--- src/rtl/sr_sched_pkg.sv ---
// Shared definitions for the SR flag scheduler: FSM states, op encoding, default sizes.
package sr_sched_pkg;

    typedef enum logic [1:0] {
        IDLE    = 2'd0,
        DRIVE   = 2'd1,
        RECOVER = 2'd2
    } state_t;

    localparam logic OP_SET = 1'b1;
    localparam logic OP_CLR = 1'b0;

    localparam int unsigned DEF_NUM_REQ     = 4;
    localparam int unsigned DEF_NUM_FLAGS   = 8;
    localparam int unsigned DEF_HOLD_CYCLES = 2;

endpackage

--- src/rtl/sr_flag_scheduler_arb.sv ---
// Round-robin arbiter: one-hot grant, priority starts just after the last advanced winner.
module rr_arbiter
    import sr_sched_pkg::*;
#(
    parameter int unsigned NUM_REQ = DEF_NUM_REQ
) (
    input  logic               clk,
    input  logic               reset,
    input  logic [NUM_REQ-1:0] req,
    input  logic               advance,
    output logic [NUM_REQ-1:0] grant
);

    localparam int unsigned PTR_W = (NUM_REQ > 1) ? $clog2(NUM_REQ) : 1;

    logic [PTR_W-1:0] ptr;
    logic [PTR_W-1:0] winner;
    logic [PTR_W-1:0] ptr_n;
    logic             found;

    // Two passes: requesters at/after the pointer first, then the wrapped-around ones.
    always_comb begin
        grant  = '0;
        winner = ptr;
        found  = 1'b0;
        for (int unsigned i = 0; i < NUM_REQ; i++) begin
            if (!found && req[i] && (32'(ptr) <= i)) begin
                grant[i] = 1'b1;
                winner   = PTR_W'(i);
                found    = 1'b1;
            end
        end
        for (int unsigned i = 0; i < NUM_REQ; i++) begin
            if (!found && req[i]) begin
                grant[i] = 1'b1;
                winner   = PTR_W'(i);
                found    = 1'b1;
            end
        end
        ptr_n = (32'(winner) == NUM_REQ - 1) ? '0 : winner + PTR_W'(1);
    end

    // Pointer moves past the winner only when a grant is actually taken.
    always_ff @(posedge clk or negedge reset) begin
        if (!reset) begin
            ptr <= '0;
        end else if (advance && found) begin
            ptr <= ptr_n;
        end
    end

endmodule

--- src/rtl/sr_flag_scheduler.sv ---
// SR flag scheduler: arbitrates set/clear commands onto a flag bank with held s/r pulses.
// Optional sticky opposite-op collision detector: SR_SCHED_CONFLICT_CHECK_EN.
module sr_flag_scheduler
    import sr_sched_pkg::*;
#(
    parameter int unsigned NUM_REQ     = DEF_NUM_REQ,
    parameter int unsigned NUM_FLAGS   = DEF_NUM_FLAGS,
    parameter int unsigned HOLD_CYCLES = DEF_HOLD_CYCLES
) (
    input  logic                               clk,
    input  logic                               reset,
    input  logic [NUM_REQ-1:0]                 req_valid,
    input  logic [NUM_REQ-1:0]                 req_op,
    input  logic [NUM_REQ*$clog2(NUM_FLAGS)-1:0] req_idx,
    output logic [NUM_REQ-1:0]                 req_ready,
    output logic [NUM_FLAGS-1:0]               s,
    output logic [NUM_FLAGS-1:0]               r,
    output logic [NUM_FLAGS-1:0]               q,
`ifdef SR_SCHED_CONFLICT_CHECK_EN
    output logic                               conflict,
`endif
    output logic                               busy
);

    localparam int unsigned IDX_W = $clog2(NUM_FLAGS);
    localparam int unsigned CNT_W = $clog2(HOLD_CYCLES + 1);

    state_t               state, state_n;
    logic [CNT_W-1:0]     cnt, cnt_n;
    logic                 op_q, op_n;
    logic [IDX_W-1:0]     idx_q, idx_n;
    logic [NUM_FLAGS-1:0] s_n, r_n, q_n;
    logic                 busy_n;
    logic [NUM_REQ-1:0]   grant;
    logic                 accept_c;
    logic                 win_op;
    logic [IDX_W-1:0]     win_idx;
    logic [NUM_FLAGS-1:0] win_mask, cur_mask;

    rr_arbiter #(.NUM_REQ(NUM_REQ)) u_arb (
        .clk     (clk),
        .reset   (reset),
        .req     (req_valid),
        .advance (accept_c),
        .grant   (grant)
    );

    // Ready is only offered while idle and out of reset.
    assign req_ready = ((state == IDLE) && reset) ? grant : '0;

    // Pick the winner's command and decode flag masks; out-of-range indices give an empty mask.
    always_comb begin
        win_op  = OP_CLR;
        win_idx = '0;
        for (int unsigned k = 0; k < NUM_REQ; k++) begin
            if (grant[k]) begin
                win_op  = req_op[k];
                win_idx = req_idx[k*IDX_W +: IDX_W];
            end
        end
        win_mask = '0;
        cur_mask = '0;
        for (int unsigned f = 0; f < NUM_FLAGS; f++) begin
            win_mask[f] = (32'(win_idx) == f);
            cur_mask[f] = (32'(idx_q) == f);
        end
    end

    // Next-state and next-output logic.
    always_comb begin
        state_n  = state;
        cnt_n    = cnt;
        op_n     = op_q;
        idx_n    = idx_q;
        s_n      = s;
        r_n      = r;
        q_n      = q;
        accept_c = 1'b0;
        case (state)
            IDLE: begin
                if (|req_valid) begin
                    accept_c = 1'b1;
                    op_n     = win_op;
                    idx_n    = win_idx;
                    cnt_n    = CNT_W'(HOLD_CYCLES);
                    s_n      = (win_op == OP_SET) ? win_mask : '0;
                    r_n      = (win_op == OP_CLR) ? win_mask : '0;
                    state_n  = DRIVE;
                end
            end
            DRIVE: begin
                if (cnt == CNT_W'(1)) begin
                    cnt_n   = '0;
                    s_n     = '0;
                    r_n     = '0;
                    q_n     = (op_q == OP_SET) ? (q | cur_mask) : (q & ~cur_mask);
                    state_n = RECOVER;
                end else begin
                    cnt_n = cnt - CNT_W'(1);
                end
            end
            RECOVER: begin
                state_n = IDLE;
            end
            default: begin
                state_n = IDLE;
            end
        endcase
        busy_n = (state_n != IDLE);
    end

    // State and registered outputs; reset drops s/r immediately and discards the command.
    always_ff @(posedge clk or negedge reset) begin
        if (!reset) begin
            state <= IDLE;
            cnt   <= '0;
            op_q  <= OP_CLR;
            idx_q <= '0;
            s     <= '0;
            r     <= '0;
            q     <= '0;
            busy  <= 1'b0;
        end else begin
            state <= state_n;
            cnt   <= cnt_n;
            op_q  <= op_n;
            idx_q <= idx_n;
            s     <= s_n;
            r     <= r_n;
            q     <= q_n;
            busy  <= busy_n;
        end
    end

`ifdef SR_SCHED_CONFLICT_CHECK_EN
    logic clash_c;

    // Two idle-phase requesters hitting the same flag with opposite ops.
    always_comb begin
        clash_c = 1'b0;
        for (int unsigned i = 0; i < NUM_REQ; i++) begin
            for (int unsigned j = i + 1; j < NUM_REQ; j++) begin
                if (req_valid[i] && req_valid[j] && (req_op[i] != req_op[j]) &&
                    (req_idx[i*IDX_W +: IDX_W] == req_idx[j*IDX_W +: IDX_W])) begin
                    clash_c = 1'b1;
                end
            end
        end
        if (state != IDLE) begin
            clash_c = 1'b0;
        end
    end

    // Sticky conflict flag, cleared only by reset.
    always_ff @(posedge clk or negedge reset) begin
        if (!reset) begin
            conflict <= 1'b0;
        end else if (clash_c) begin
            conflict <= 1'b1;
        end
    end
`endif

endmodule

--- config.mk ---
export PLATFORM = sky130hd
export DESIGN_NAME = sr_flag_scheduler
export DESIGN_NICKNAME = d
export VERILOG_FILES = /design/src/rtl/sr_sched_pkg.sv /design/src/rtl/sr_flag_scheduler_arb.sv /design/src/rtl/sr_flag_scheduler.sv
export SDC_FILE = /design/constraint.sdc
export NUM_CORES = 1
export LEC_CHECK = 0
export ABC_AREA = 1
export CAP_MARGIN = 20
export CORE_MARGIN = 2
export CORE_UTILIZATION = 47
export CTS_CLUSTER_DIAMETER = 150
export CTS_CLUSTER_SIZE = 40
export DETAILED_ROUTE_END_ITERATION = 6
export GPL_ROUTABILITY_DRIVEN = 0
export PLACE_DENSITY = 0.79
export SLEW_MARGIN = 20
export SYNTH_ARGS = -nofsm -noshare
export SYNTH_HDL_FRONTEND = slang
export SYNTH_SLANG_ARGS = --single-unit
export TNS_END_PERCENT = 10
--- constraint.sdc ---
create_clock -name clk -period 1.8 [get_ports clk]
set_input_delay 0.54 -clock clk [delete_from_list [all_inputs] [get_ports clk]]
set_output_delay 0.54 -clock clk [all_outputs]
set_load 0.01 [all_outputs]
Yosys cells after proc, flatten, opt, wreduce, memory -nomap -nowiden
Index checks and enable logic that the tools add are counted.
- add/subtract/negate cells: 2
- magnitude comparators: 3
- equality and inequality tests: 19
- multiplexer cells: 49
- bitwise logic cells: 3
- reduce and logical (&&, ||, !) cells: 29
- operator list (cell ; number):
    8-bit two-way mux ; 6
    8-bit one-hot mux with 2 select lines ; 2
    2-bit two-way mux ; 13
    3-bit == test, second input constant ; 8
    1-bit two-way mux ; 21
    3-bit by 2-bit == test with 1-bit output, second input constant ; 4
    1-bit logical AND ; 12
    3-bit two-way mux ; 4
    8-bit bitwise AND ; 1
    8-bit inverter ; 1
    8-bit bitwise OR ; 1
    2-bit one-hot mux with 2 select lines ; 2
    1-bit logical NOT ; 7
    3-bit by 1-bit == test with 1-bit output, second input constant ; 2
    3-bit logical NOT ; 2
    2-bit AND reduction ; 3
    2-bit by 1-bit == test with 1-bit output, second input constant ; 2
    2-bit by 1-bit less-or-equal comparator with 1-bit output, second input constant ; 2
    4-bit two-way mux ; 1
    2-bit nonzero test ; 2
    4-bit OR reduction ; 1
    3-bit AND reduction ; 1
    2-bit by 1-bit adder with 2-bit output, second input constant ; 1
    2-bit == test, second input constant ; 1
    5 further kinds ; 5
- bits in registers: 35
- bits of input ports: 22
- output and inout bits: 29

Depth between registers and ports, before layout
- depth after elaboration: 31
- gate-level depth with buffers: 12

Hierarchy
Synthesis repeated with hierarchy kept, for this count alone.
- cell total of the unflattened synthesis: 242
- area total of the unflattened synthesis: 1835.5 um^2
- modules (own cells, without submodules) (module ; instances ; cells an instance ; area an instance (um^2) ; sequential area each (um^2)):
    sr_flag_scheduler ; 1 ; 196 ; 1565.3 ; 825.8
    rr_arbiter ; 1 ; 46 ; 270.3 ; 50.0

Least setup slack after synthesis
Ideal clock, no wire load.
- path kind: input-to-output
- from: input port req_valid[0]
- to: output port req_ready[2]
- arrival time: 1.209 ns
- required time: 1.260 ns
- setup slack: 0.051 ns
- stages on the path: 5
- cells stage by stage: nor2_1 -> nand2_1 -> o31ai_4 -> nand3_1 -> inv_1
- longest elaborated chain between the ends: 23
- elaborated cells between the ends (all ways): 24
- those cells by class: mux: 9; reduce/logical: 15
- RTL lines (item ; line ; RTL):
    start: declaration ; sr_flag_scheduler.sv:12 ; input logic [NUM_REQ-1:0] req_valid,
    1-bit logical AND ; sr_flag_scheduler_arb.sv:27 ; if (!found && req[i] && (32'(ptr) <= i)) begin
    1-bit two-way mux ; sr_flag_scheduler_arb.sv:27 ;
    1-bit logical NOT ; sr_flag_scheduler_arb.sv:27 ;
    1-bit logical AND (2 in a row) ; sr_flag_scheduler_arb.sv:27 ;
    1-bit two-way mux ; sr_flag_scheduler_arb.sv:27 ;
    1-bit logical NOT ; sr_flag_scheduler_arb.sv:27 ;
    1-bit logical AND (2 in a row) ; sr_flag_scheduler_arb.sv:27 ;
    1-bit two-way mux ; sr_flag_scheduler_arb.sv:27 ;
    [... 5 more ...] ; - ;
    1-bit two-way mux ; sr_flag_scheduler_arb.sv:34 ; if (!found && req[i]) begin
    1-bit logical NOT ; sr_flag_scheduler_arb.sv:34 ;
    1-bit logical AND ; sr_flag_scheduler_arb.sv:34 ;
    1-bit two-way mux ; sr_flag_scheduler_arb.sv:34 ;
    1-bit logical NOT ; sr_flag_scheduler_arb.sv:34 ;
    1-bit logical AND ; sr_flag_scheduler_arb.sv:34 ;
    1-bit two-way mux * ; sr_flag_scheduler_arb.sv:34 ;
    4-bit two-way mux * ; sr_flag_scheduler.sv:49 ; assign req_ready = ((state == IDLE) && reset) ? grant : '0;
    end: declaration ; sr_flag_scheduler.sv:15 ; output logic [NUM_REQ-1:0] req_ready,
Every way passes the cells marked *; elsewhere a longest branch is shown, timed or not.

Worst setup path after layout
- from: register u_arb.ptr[1]
- to: output port req_ready[0]
- longest elaborated chain between the ends: 18
- elaborated cells between the ends (all ways): 20
- those cells by class: order compare: 3; mux: 6; reduce/logical: 11
- RTL lines (item ; line ; RTL):
    start: declaration ; sr_flag_scheduler_arb.sv:16 ; logic [PTR_W-1:0] ptr;
    start signal: assignment ; sr_flag_scheduler_arb.sv:48 ; ptr <= ptr_n;
    2-bit by 1-bit less-or-equal comparator with 1-bit output ; sr_flag_scheduler_arb.sv:27 ;
    1-bit logical AND ; sr_flag_scheduler_arb.sv:27 ;
    1-bit two-way mux ; sr_flag_scheduler_arb.sv:27 ;
    1-bit logical NOT ; sr_flag_scheduler_arb.sv:27 ;
    1-bit logical AND (2 in a row) ; sr_flag_scheduler_arb.sv:27 ;
    1-bit two-way mux ; sr_flag_scheduler_arb.sv:27 ;
    1-bit logical NOT ; sr_flag_scheduler_arb.sv:27 ;
    1-bit logical AND (2 in a row) ; sr_flag_scheduler_arb.sv:27 ;
    1-bit two-way mux ; sr_flag_scheduler_arb.sv:27 ;
    1-bit logical NOT ; sr_flag_scheduler_arb.sv:27 ;
    1-bit logical AND ; sr_flag_scheduler_arb.sv:27 ;
    1-bit two-way mux ; sr_flag_scheduler_arb.sv:27 ;
    1-bit logical NOT ; sr_flag_scheduler_arb.sv:34 ;
    1-bit logical AND ; sr_flag_scheduler_arb.sv:34 ;
    1-bit two-way mux * ; sr_flag_scheduler_arb.sv:34 ;
    4-bit two-way mux * ; sr_flag_scheduler.sv:49 ;
Marks and branches as above.

==> flow_summary.yaml <==
floorplanning:
  core_area_mm2: 0.00369
  die_y_um: 66.2
  dieArea_mm2: 0.00438
  initial_core_util: 0.493
  rows: 22
  die_w_um: 66.2
  ioPinCount: 51
clock_tree:
  postCtsHoldBufs: 0
  ctsRootBufferMaster: "clkbuf_8"
  cts_tree: "done"
  cts_made_buffers: 5
  clkTransAtPathRegs_ns: 0.07
  cts_sinks: 35
  cts_buffer_depth: 2
  clk_latency_ns: 0.29
  cts_max_level: 2
routing:
  dr_total_vias: 1776
  viasPerCell: 5.05
  avgRoutedWirePerCell_um: 12.5
  drt_pass1_iterations: 4
  drc: 0
  drt_first_iter_violations: 142
  ant_nets: 0
  wl_mm: 4.38
logic_synthesis:
  synth_top_area_cell: "dfrtp_1"
  avgSynthCellArea_um2: 8.19
  synthAdderAreaFrac: 0.00688
  synth_compound_area_frac: 0.120
  ys_top_cells_by_count: "nand2_1, dfrtp_1, nor2_1"
  yosysTopAreaCellShare: 0.482
  synthSimpleGateAreaFrac: 0.332
  synth_warnings: 0
  synth_cell_types: 30
  yosys.area_share.xor_xnor: 0.00482
  synth_top_family_by_area: "simple AND/OR/NAND/NOR gates"
  syn-instance-count: 222
  synthArstFlopShare: 1.00
  synthesis.area_mm2: 0.00182
  yosys-mux-area-fraction: 0
  synth_seq_cells: 35
  synth.net_count: 245
  ys.flop_type: "dfrtp_1"
  synthTopCellsByArea: "dfrtp_1, nand2_1, nor2_1"
  synth_edf_count: 0
  seq_area_frac_synth: 0.482
  yosysMostFrequentCell: "nand2_1"
sta:
  period_needed_ns: 2.06
  max-slew-margin-rel: 0.719
  max_freq_ghz: 0.486
  rsz0062_at_grt: "yes"
  tns_ns: -1.56
  setup_ws_ns: -0.259
  tightest_slew_ns: 0.422
  fin_skew_ns: 0.00458
  hold_viol_final: 0
  slew_violations: 0
  timing.final.crit_share: 1.14
  setup_viol: 20
  hold_ws_ns: 0.484
cells_and_area:
  final_nets: 326
  n_fill_cell: 298
  syn_to_final_growth_pct: 48.9
  drive_gt1_frac: 0.270
  antenna_cells: 0
  finish.instance_area_mm2: 0.00271
critical_path:
  required_ns: 1.26
  crit_top_cell: "buf_4"
  r2r_setup_slack_ns: -0.08
  r2r_start: "u_arb.ptr[1]"
  crit_path_cell_trace: "nor2_2, nand2_2, buf_4, buf_4, a21oi_2, buf_2"
  critical_path.max_fanout: 3
  arrival_ns: 1.52
  rr_worst_depth: 13
  slowest_stage: "dfrtp_1"
  r2r-end: "s[3]"
  slowest_delay_ns: 0.41
  path_class: "register to output port"
  cp-start-kind: "register"
  end_kind: "output port"
worst_hold_path:
  hold_path_end: "r[2]"
  hold_path_depth: 2
  worstHoldPathType: "register to register"
  worstHoldStart: "r[2]"
flow_run:
  cap_violations: 0
global_routing:
  grt_max_degree: 36
  track_usage: 0.223
  grt_pass1_wl_mm: 7.46
  antenna_found_initial: 0
  grt-ovfl-total: 0
  grt_pass1_vias: 1782
status:
  status: "finished with violations"
  violations: "setup timing"
placed_design:
  postPlaceCellArea_mm2: 0.00253
  numPortBuffers: 50
  dp_slack_ns: -0.993
  hpwl_mm: 3.38
pwr:
  power.density_mw_per_mm2: 1600
  p_leak_uw: 0.00130
  power_uw: 4330
  vdd_drop_max_v: 0.000766
## worst max-delay path: cells and delay by family, from the launching register on
family / cells / cell delay, ns
AOI/OAI and AO/OA: 1 / 0.14
and+or+nand+nor: 2 / 0.26
buffers and inverters: 3 / 0.42
DFF: 1 / 0.41
## area by class of cell
class | count | area (µm²) | share of cell area
inverter | 24 | 90.1 | 0.0333
clock buffer | 8 | 100 | 0.0370
sequential | 35 | 876 | 0.323
timing repair buffer | 76 | 667 | 0.246
multi-input combinational | 161 | 915 | 0.338
tap | 48 | 60.1 | 0.0222
## worst max-delay path by stage
stage	from	end	slack [ns]	depth (start not counted)
3_5_place_dp	req_valid[0]	req_ready[2]	-0.99	7
3_3_place_gp	req_valid[1]	req_ready[1]	-0.93	7
4_1_cts	u_arb.ptr[0]	req_ready[0]	-0.26	7
2_1_floorplan	req_valid[0]	req_ready[2]	0.05	5
5_1_grt	u_arb.ptr[0]	req_ready[1]	-0.33	7
6_report	u_arb.ptr[1]	req_ready[0]	-0.26	6
## layer usage
layer,routed length (µm),GRT usage
met1,1890,0.268
met2,2110,0.370
met3,310,0.0767
met4,68,0.0791
met5,0,0
## cells in the final DEF, fill, tap and decap left out, types with 9 or more instances in the layout
cell and instances:
nand2_1 50, nor2_2 9, inv_1 21, clkdlybuf4s50_1 41, nand2_2 9, nand3_1 16, buf_4 25, dfrtp_1 35
nor2_1 22, a21oi_1 10
## where the power goes
group	internal, µW	switching [µW]
clock	349	266
sequential	1110	192
combinational	1130	1290
## kinds of logic after synthesis
logic type	Yosys count
simple gates	124
flops	35
fa+ha+maj	1
xor+xnor	1
buf+inv	26
compound gates	35
## stage by stage
stage / util / instances
CTS: 0.720 / 351
global route: 0.734 / 352
floorplan: - / 222
finish: 0.734 / 352
detailed placement: 0.687 / 340
global placement: 0.687 / 340
## timing repair
action	4_1_cts	5_1_grt
endpoints found under the hold margin	0	0
pin swaps	10	4
setup endpoints to repair	29	26
gates cloned	0	0
gates resized for setup	38	12
setup buffers	3	1
No activity file was read; power rests on OpenSTA's default activity.
